--- src/rtl/load_ext_unit.sv ---
// ---------------------------------------------------------------------------
// load_ext_unit
//
// Load-side data path at the M stage. Accepts one load at a time, sends a
// word-aligned read to a variable-latency data memory, stalls the pipeline
// until the response returns, then extracts the addressed byte, halfword or
// word and sign- or zero-extends it. Misaligned loads raise ld_adel and never
// reach memory (when CHECK_ALIGN=1).
//
// Parameters
//   CHECK_ALIGN  1: misaligned lw/lh/lhu raise ld_adel and issue no read
//                0: no check; lw ignores addr[1:0], halfwords use addr[1]
//
// Ports
//   clk        in   system clock, rising edge
//   reset      in   synchronous active-high reset
//   ld_req     in   load present in M stage this cycle
//   ld_op      in   [2:0] 0 lw, 1 lbu, 2 lb, 3 lhu, 4 lh, 5-7 as lw
//   ld_addr    in   [31:0] byte address of the load
//   ld_flush   in   discard the current or pending load
//   ld_busy    out  stall request to the pipeline (combinational)
//   dm_req     out  read request level to data memory (registered)
//   dm_addr    out  [31:0] word-aligned read address (registered)
//   dm_rvalid  in   one-cycle response strobe from memory
//   dm_rdata   in   [31:0] read word, valid with dm_rvalid
//   ld_valid   out  one-cycle pulse: ld_data holds a completed result
//   ld_data    out  [31:0] extended load result (registered)
//   ld_adel    out  one-cycle pulse: misaligned load detected
// ---------------------------------------------------------------------------
module load_ext_unit #(
    parameter bit CHECK_ALIGN = 1'b1
) (
    input  logic        clk,
    input  logic        reset,
    input  logic        ld_req,
    input  logic [2:0]  ld_op,
    input  logic [31:0] ld_addr,
    input  logic        ld_flush,
    output logic        ld_busy,
    output logic        dm_req,
    output logic [31:0] dm_addr,
    input  logic        dm_rvalid,
    input  logic [31:0] dm_rdata,
    output logic        ld_valid,
    output logic [31:0] ld_data,
    output logic        ld_adel
);

    // ABORT covers a read that has been issued but whose result is no
    // longer wanted; its response must still be absorbed before the next
    // read can go out, otherwise it would be taken as the new load's data.
    typedef enum logic [1:0] {
        IDLE  = 2'd0,
        WAIT  = 2'd1,
        ABORT = 2'd2
    } state_t;

    state_t      state_q, state_d;
    logic [2:0]  op_q, op_d;
    logic [1:0]  lo_q, lo_d;
    logic        dm_req_q, dm_req_d;
    logic [31:0] dm_addr_q, dm_addr_d;
    logic        valid_q, valid_d;
    logic [31:0] data_q, data_d;
    logic        adel_q, adel_d;

    logic misaligned;
    logic accept;

    // Select the addressed byte/halfword of the returned word and extend it.
    // Ops 5-7 fall through to the full-word case together with lw.
    function automatic logic [31:0] extend(input logic [2:0]  op,
                                           input logic [1:0]  lo,
                                           input logic [31:0] rdata);
        logic [7:0]  b;
        logic [15:0] h;
        logic [31:0] res;
        case (lo)
            2'd0:    b = rdata[7:0];
            2'd1:    b = rdata[15:8];
            2'd2:    b = rdata[23:16];
            default: b = rdata[31:24];
        endcase
        h = lo[1] ? rdata[31:16] : rdata[15:0];
        case (op)
            3'd1:    res = {24'd0, b};
            3'd2:    res = {{24{b[7]}}, b};
            3'd3:    res = {16'd0, h};
            3'd4:    res = {{16{h[15]}}, h};
            default: res = rdata;
        endcase
        return res;
    endfunction

    // Alignment check on the incoming request. Byte loads can never be
    // misaligned; with the check disabled nothing is flagged.
    always_comb begin
        misaligned = 1'b0;
        if (CHECK_ALIGN) begin
            case (ld_op)
                3'd1, 3'd2: misaligned = 1'b0;
                3'd3, 3'd4: misaligned = ld_addr[0];
                default:    misaligned = |ld_addr[1:0];
            endcase
        end
    end

    assign accept = (state_q == IDLE) && ld_req && !ld_flush && !misaligned;

    // Stall: the accepting cycle and all of WAIT stall. In ABORT a waiting
    // load must be held off until the stale response has drained.
    always_comb begin
        case (state_q)
            IDLE:    ld_busy = accept;
            WAIT:    ld_busy = 1'b1;
            ABORT:   ld_busy = ld_req;
            default: ld_busy = 1'b0;
        endcase
    end

    // Next-state and next-output computation. Pulses default low; the
    // result register and the read address hold unless explicitly updated.
    always_comb begin
        state_d   = state_q;
        op_d      = op_q;
        lo_d      = lo_q;
        dm_addr_d = dm_addr_q;
        data_d    = data_q;
        valid_d   = 1'b0;
        adel_d    = 1'b0;
        case (state_q)
            IDLE: begin
                if (ld_req && !ld_flush) begin
                    if (misaligned) begin
                        adel_d = 1'b1;
                    end else begin
                        state_d   = WAIT;
                        op_d      = ld_op;
                        lo_d      = ld_addr[1:0];
                        dm_addr_d = {ld_addr[31:2], 2'b00};
                    end
                end
            end
            WAIT: begin
                if (ld_flush) begin
                    state_d = dm_rvalid ? IDLE : ABORT;
                end else if (dm_rvalid) begin
                    data_d  = extend(op_q, lo_q, dm_rdata);
                    valid_d = 1'b1;
                    state_d = IDLE;
                end
            end
            ABORT: begin
                if (dm_rvalid) begin
                    state_d = IDLE;
                end
            end
            default: state_d = IDLE;
        endcase
        dm_req_d = (state_d == WAIT);
    end

    // State and registered outputs, cleared by the synchronous reset.
    always_ff @(posedge clk) begin
        if (reset) begin
            state_q   <= IDLE;
            op_q      <= 3'd0;
            lo_q      <= 2'd0;
            dm_req_q  <= 1'b0;
            dm_addr_q <= 32'd0;
            valid_q   <= 1'b0;
            data_q    <= 32'd0;
            adel_q    <= 1'b0;
        end else begin
            state_q   <= state_d;
            op_q      <= op_d;
            lo_q      <= lo_d;
            dm_req_q  <= dm_req_d;
            dm_addr_q <= dm_addr_d;
            valid_q   <= valid_d;
            data_q    <= data_d;
            adel_q    <= adel_d;
        end
    end

    assign dm_req   = dm_req_q;
    assign dm_addr  = dm_addr_q;
    assign ld_valid = valid_q;
    assign ld_data  = data_q;
    assign ld_adel  = adel_q;

endmodule

--- config.mk ---
export PLATFORM = sky130hd
export DESIGN_NAME = load_ext_unit
export DESIGN_NICKNAME = d
export VERILOG_FILES = /design/src/rtl/load_ext_unit.sv
export SDC_FILE = /design/constraint.sdc
export NUM_CORES = 1
export LEC_CHECK = 0
export BUFFER_PORTS_ARGS = -buffer_cell sky130_fd_sc_hd__buf_2
export CORE_ASPECT_RATIO = 2
export CORE_UTILIZATION = 49
export CTS_CLUSTER_SIZE = 12
export DETAILED_ROUTE_END_ITERATION = 10
export PLACE_DENSITY = 0.86
export SLEW_MARGIN = 20
export SYNTH_ARGS = -nofsm -noshare
export SYNTH_HDL_FRONTEND = slang
export SYNTH_SLANG_ARGS = --single-unit
--- constraint.sdc ---
create_clock -name clk -period 2.3 [get_ports clk]
set_clock_uncertainty 0.15 [all_clocks]
set_input_delay 0.115 -clock clk [delete_from_list [all_inputs] [get_ports clk]]
set_output_delay 0.115 -clock clk [all_outputs]
set_load 0.01 [all_outputs]
==> reports/summary.txt <==
Outcome = finished clean
Die Y = 125 um
Worst-path cell chain = dlygate4sd3_1 > buf_2 > and3_1 > or3_1 > a21oi_4 > a2bb2oi_1 > buf_2
DR iter-0 viols = 354
Total number of vias = 3790
IO buf count = 137
EDFF count, synth = 0
H-tree Lvls = 3
Routed wl met2 = 5.72 mm
Area grow syn2layout = 47.4%
RSZ-0062 raised after global routing = false
Crit path launch type = primary input
Asr flop ratio synth = 0%
Most common cell after layout, fill and taps aside = buf_2
Finished Cell Area = 0.00550 mm^2
Total grt overflow = 0
Met3 routed WL = 714 um
PwrDens = 621 mW/mm^2
Critical-path top delay cell = dlygate4sd3_1
Gp weighted congestion = 0.833
ANT cells = 0
Root Buffer = clkbuf_16
Max-slew violations = 0
Final Hold Vio Count = 0
Synthesized cell area = 0.00373 mm^2
CP top delay family = buffers and inverters
Slew margin rel. = 64.7%
Post-synthesis sequential area ratio = 38.7%
Clock transition at path regs = 0.06 ns
Routed WL per cell = 16.4 um
Vias in the first global route = 3844
ANT nets after route = 0
Drt drc = 0
Critical Path Most Common Cell = buf_2
Clock buffer depth = 2
Largest net degree at the start of global routing = 51
First-pass GRT wire length = 18.0 mm
Synth cell types = 46
Share of cells above drive strength 1 = 33.3%
Leakage power = 2.35 nW
Worst path required time = 2.04 ns
CP Buf/Inv Count = 3
CP Capture Type = primary output
Period minus WS final = 2.15 ns
Worst-Margin Slew = 0.530 ns
GRT Total Usage = 28.6%
Crit-path max cell delay = 0.54 ns
Mapped Cells = 386
Period utilization = 93.5%
Clk Latency, worst-skew pair = 0.33 ns
#FFs+latches synth = 72
Fin nets = 652
Mean Syn Cell Area = 9.66 um^2
Die X = 63.7 um
First-pass DRT Iterations = 5
Fillers = 475
Max Cap Violations = 0
Vias per inst = 5.60
Synth warnings = 0
Overall power = 0.00341 W
M1 wire length = 4.08 mm
WS Path Type = in -> out
Initial Util = 50.9%
Die area = 0.00798 mm^2
Half-perimeter wire length after placement = 6.73 mm
Core Area = 0.00732 mm^2
TritonCTS buffer count = 9
I/O pin total = 140
Clk sink count = 72
Crit Path Max Fanout = 4
Fmax = 0.465 GHz
Post-route setup TNS = 0 ns
Antenna violations before repair = 0
Placed cell area = 0.00447 mm^2
WL final = 11.1 mm
Maximum VDD drop = 0.407 mV
Setup violations, final = 0
Dominant synthesized flop cell = dfxtp_1
Synth top area cells = dfxtp_1, nand2b_1, mux2i_1
CTS tree = built
# rows = 44
Top-area cell type share of the netlist area = 38.7%
Leading cell types in the layout, fill and taps excluded = buf_2, dfxtp_1, nand2b_1
Hold WC Path Type = in -> reg
Top sig layer = met4
WP data arrival = 1.89 ns
Leading area contributor after synthesis = dfxtp_1
-- timing repair --
item / 4_1_cts / 5_1_grt
resized for setup: 0 / 0
buffers inserted: 0 / 2
setup endpoints to repair: 0 / 1
hold endpoints to repair: 66 / 0
hold buffers: 67 / 0
-- kinds of logic (layout without fill, tap and decap cells) --
family                 count (synthesis)  after routing  synth area share [%]
AND/OR/NAND/NOR                      156            156                  22.8
AO/OA/AOI/OAI                         65             65                  14.6
other                                  1              2                 0.101
flip-flops                            72             72                  38.7
multiplexers                          53             53                  17.5
buffers and inverters                 37            235                  5.70
XOR/XNOR                               2              2                 0.671
-- cells in the mapped netlist, types with 3 or more instances --
cell / number
and2_1: 7
nor2_1: 31
dfxtp_1: 72
nand2b_1: 71
mux2_2: 9
o22ai_1: 7
mux4_1: 3
a311oi_2: 10
buf_6: 4
mux2i_1: 36
clkbuf_1: 18
a21oi_1: 8
buf_4: 3
a31oi_1: 16
a311oi_1: 13
mux4_2: 5
buf_2: 8
nand2_1: 32
-- stage by stage --
step | setup WS, ns | cells | utilization, % | hold WS (ns)
2_1_floorplan | 0.451 | 387 | - | 0.0435
3_3_place_gp | 0.466 | 592 | 61.1 | 0.186
3_5_place_dp | 0.377 | 592 | 61.1 | 0.188
4_1_cts | 0.0116 | 675 | 74.9 | 0.0000649
5_1_grt | 0.0676 | 677 | 75.1 | 0.0279
6_report | 0.149 | 677 | 75.1 | 0.00854
-- sequential cells by signal, summed over array words and instances, names as in the netlist --
| register | cells |
|---|---|
| ld_adel | 1 |
| dm_addr | 30 |
| ld_valid | 1 |
| state_q | 2 |
| lo_q | 2 |
| ld_data | 32 |
| op_q | 3 |
| dm_req | 1 |
-- cell type report --
class	instances	area, um^2	share of cell area, %
multi-input combinational	278	2100	38.2
timing repair buffer	218	1500	27.3
sequential	72	1440	26.2
clock buffer	10	229	4.17
tap	92	115	2.09
clock inverter	6	108	1.96
inverter	1	3.75	0.0683
-- worst reg2reg max path, cell delays in order (launching register included) --
cell     delay [ns]
dfxtp_1        0.39
or4b_4         0.57
a21oi_4        0.18
buf_4          0.16
buf_12         0.16
mux2i_1        0.22
-- path summary, 6_finish.rpt --
check	slack, ns	cells after the start	start	end
worst max register to register	0.39	5	state_q[1]$_SDFF_PP0_	dm_addr[17]$_SDFFE_PP0P_
worst min-delay path	0.009	3	dm_rdata[7]	ld_data[7]$_SDFFE_PP0P_
worst max-delay path	0.15	7	ld_op[0]	ld_busy
worst min register to register	0.32	2	dm_addr[23]$_SDFFE_PP0P_	dm_addr[23]$_SDFFE_PP0P_
-- power breakdown --
| part | internal, W | leakage (nW) | total, W | switching [W] |
|---|---|---|---|---|
| registers | 0.00128 | 0.583 | 0.00131 | 0.0000245 |
| logic | 0.000275 | 1.61 | 0.000520 | 0.000244 |
| clock network | 0.00106 | 0.162 | 0.00158 | 0.000529 |
-- layer usage --
layer	vias to the layer above	global-route usage [%]
met3	49	5.29
met4	0	17.9
li1	1755	-
met2	220	50.8
met5	-	0
met1	1766	30.2
Note: power is estimated with default switching activity, not from simulation.
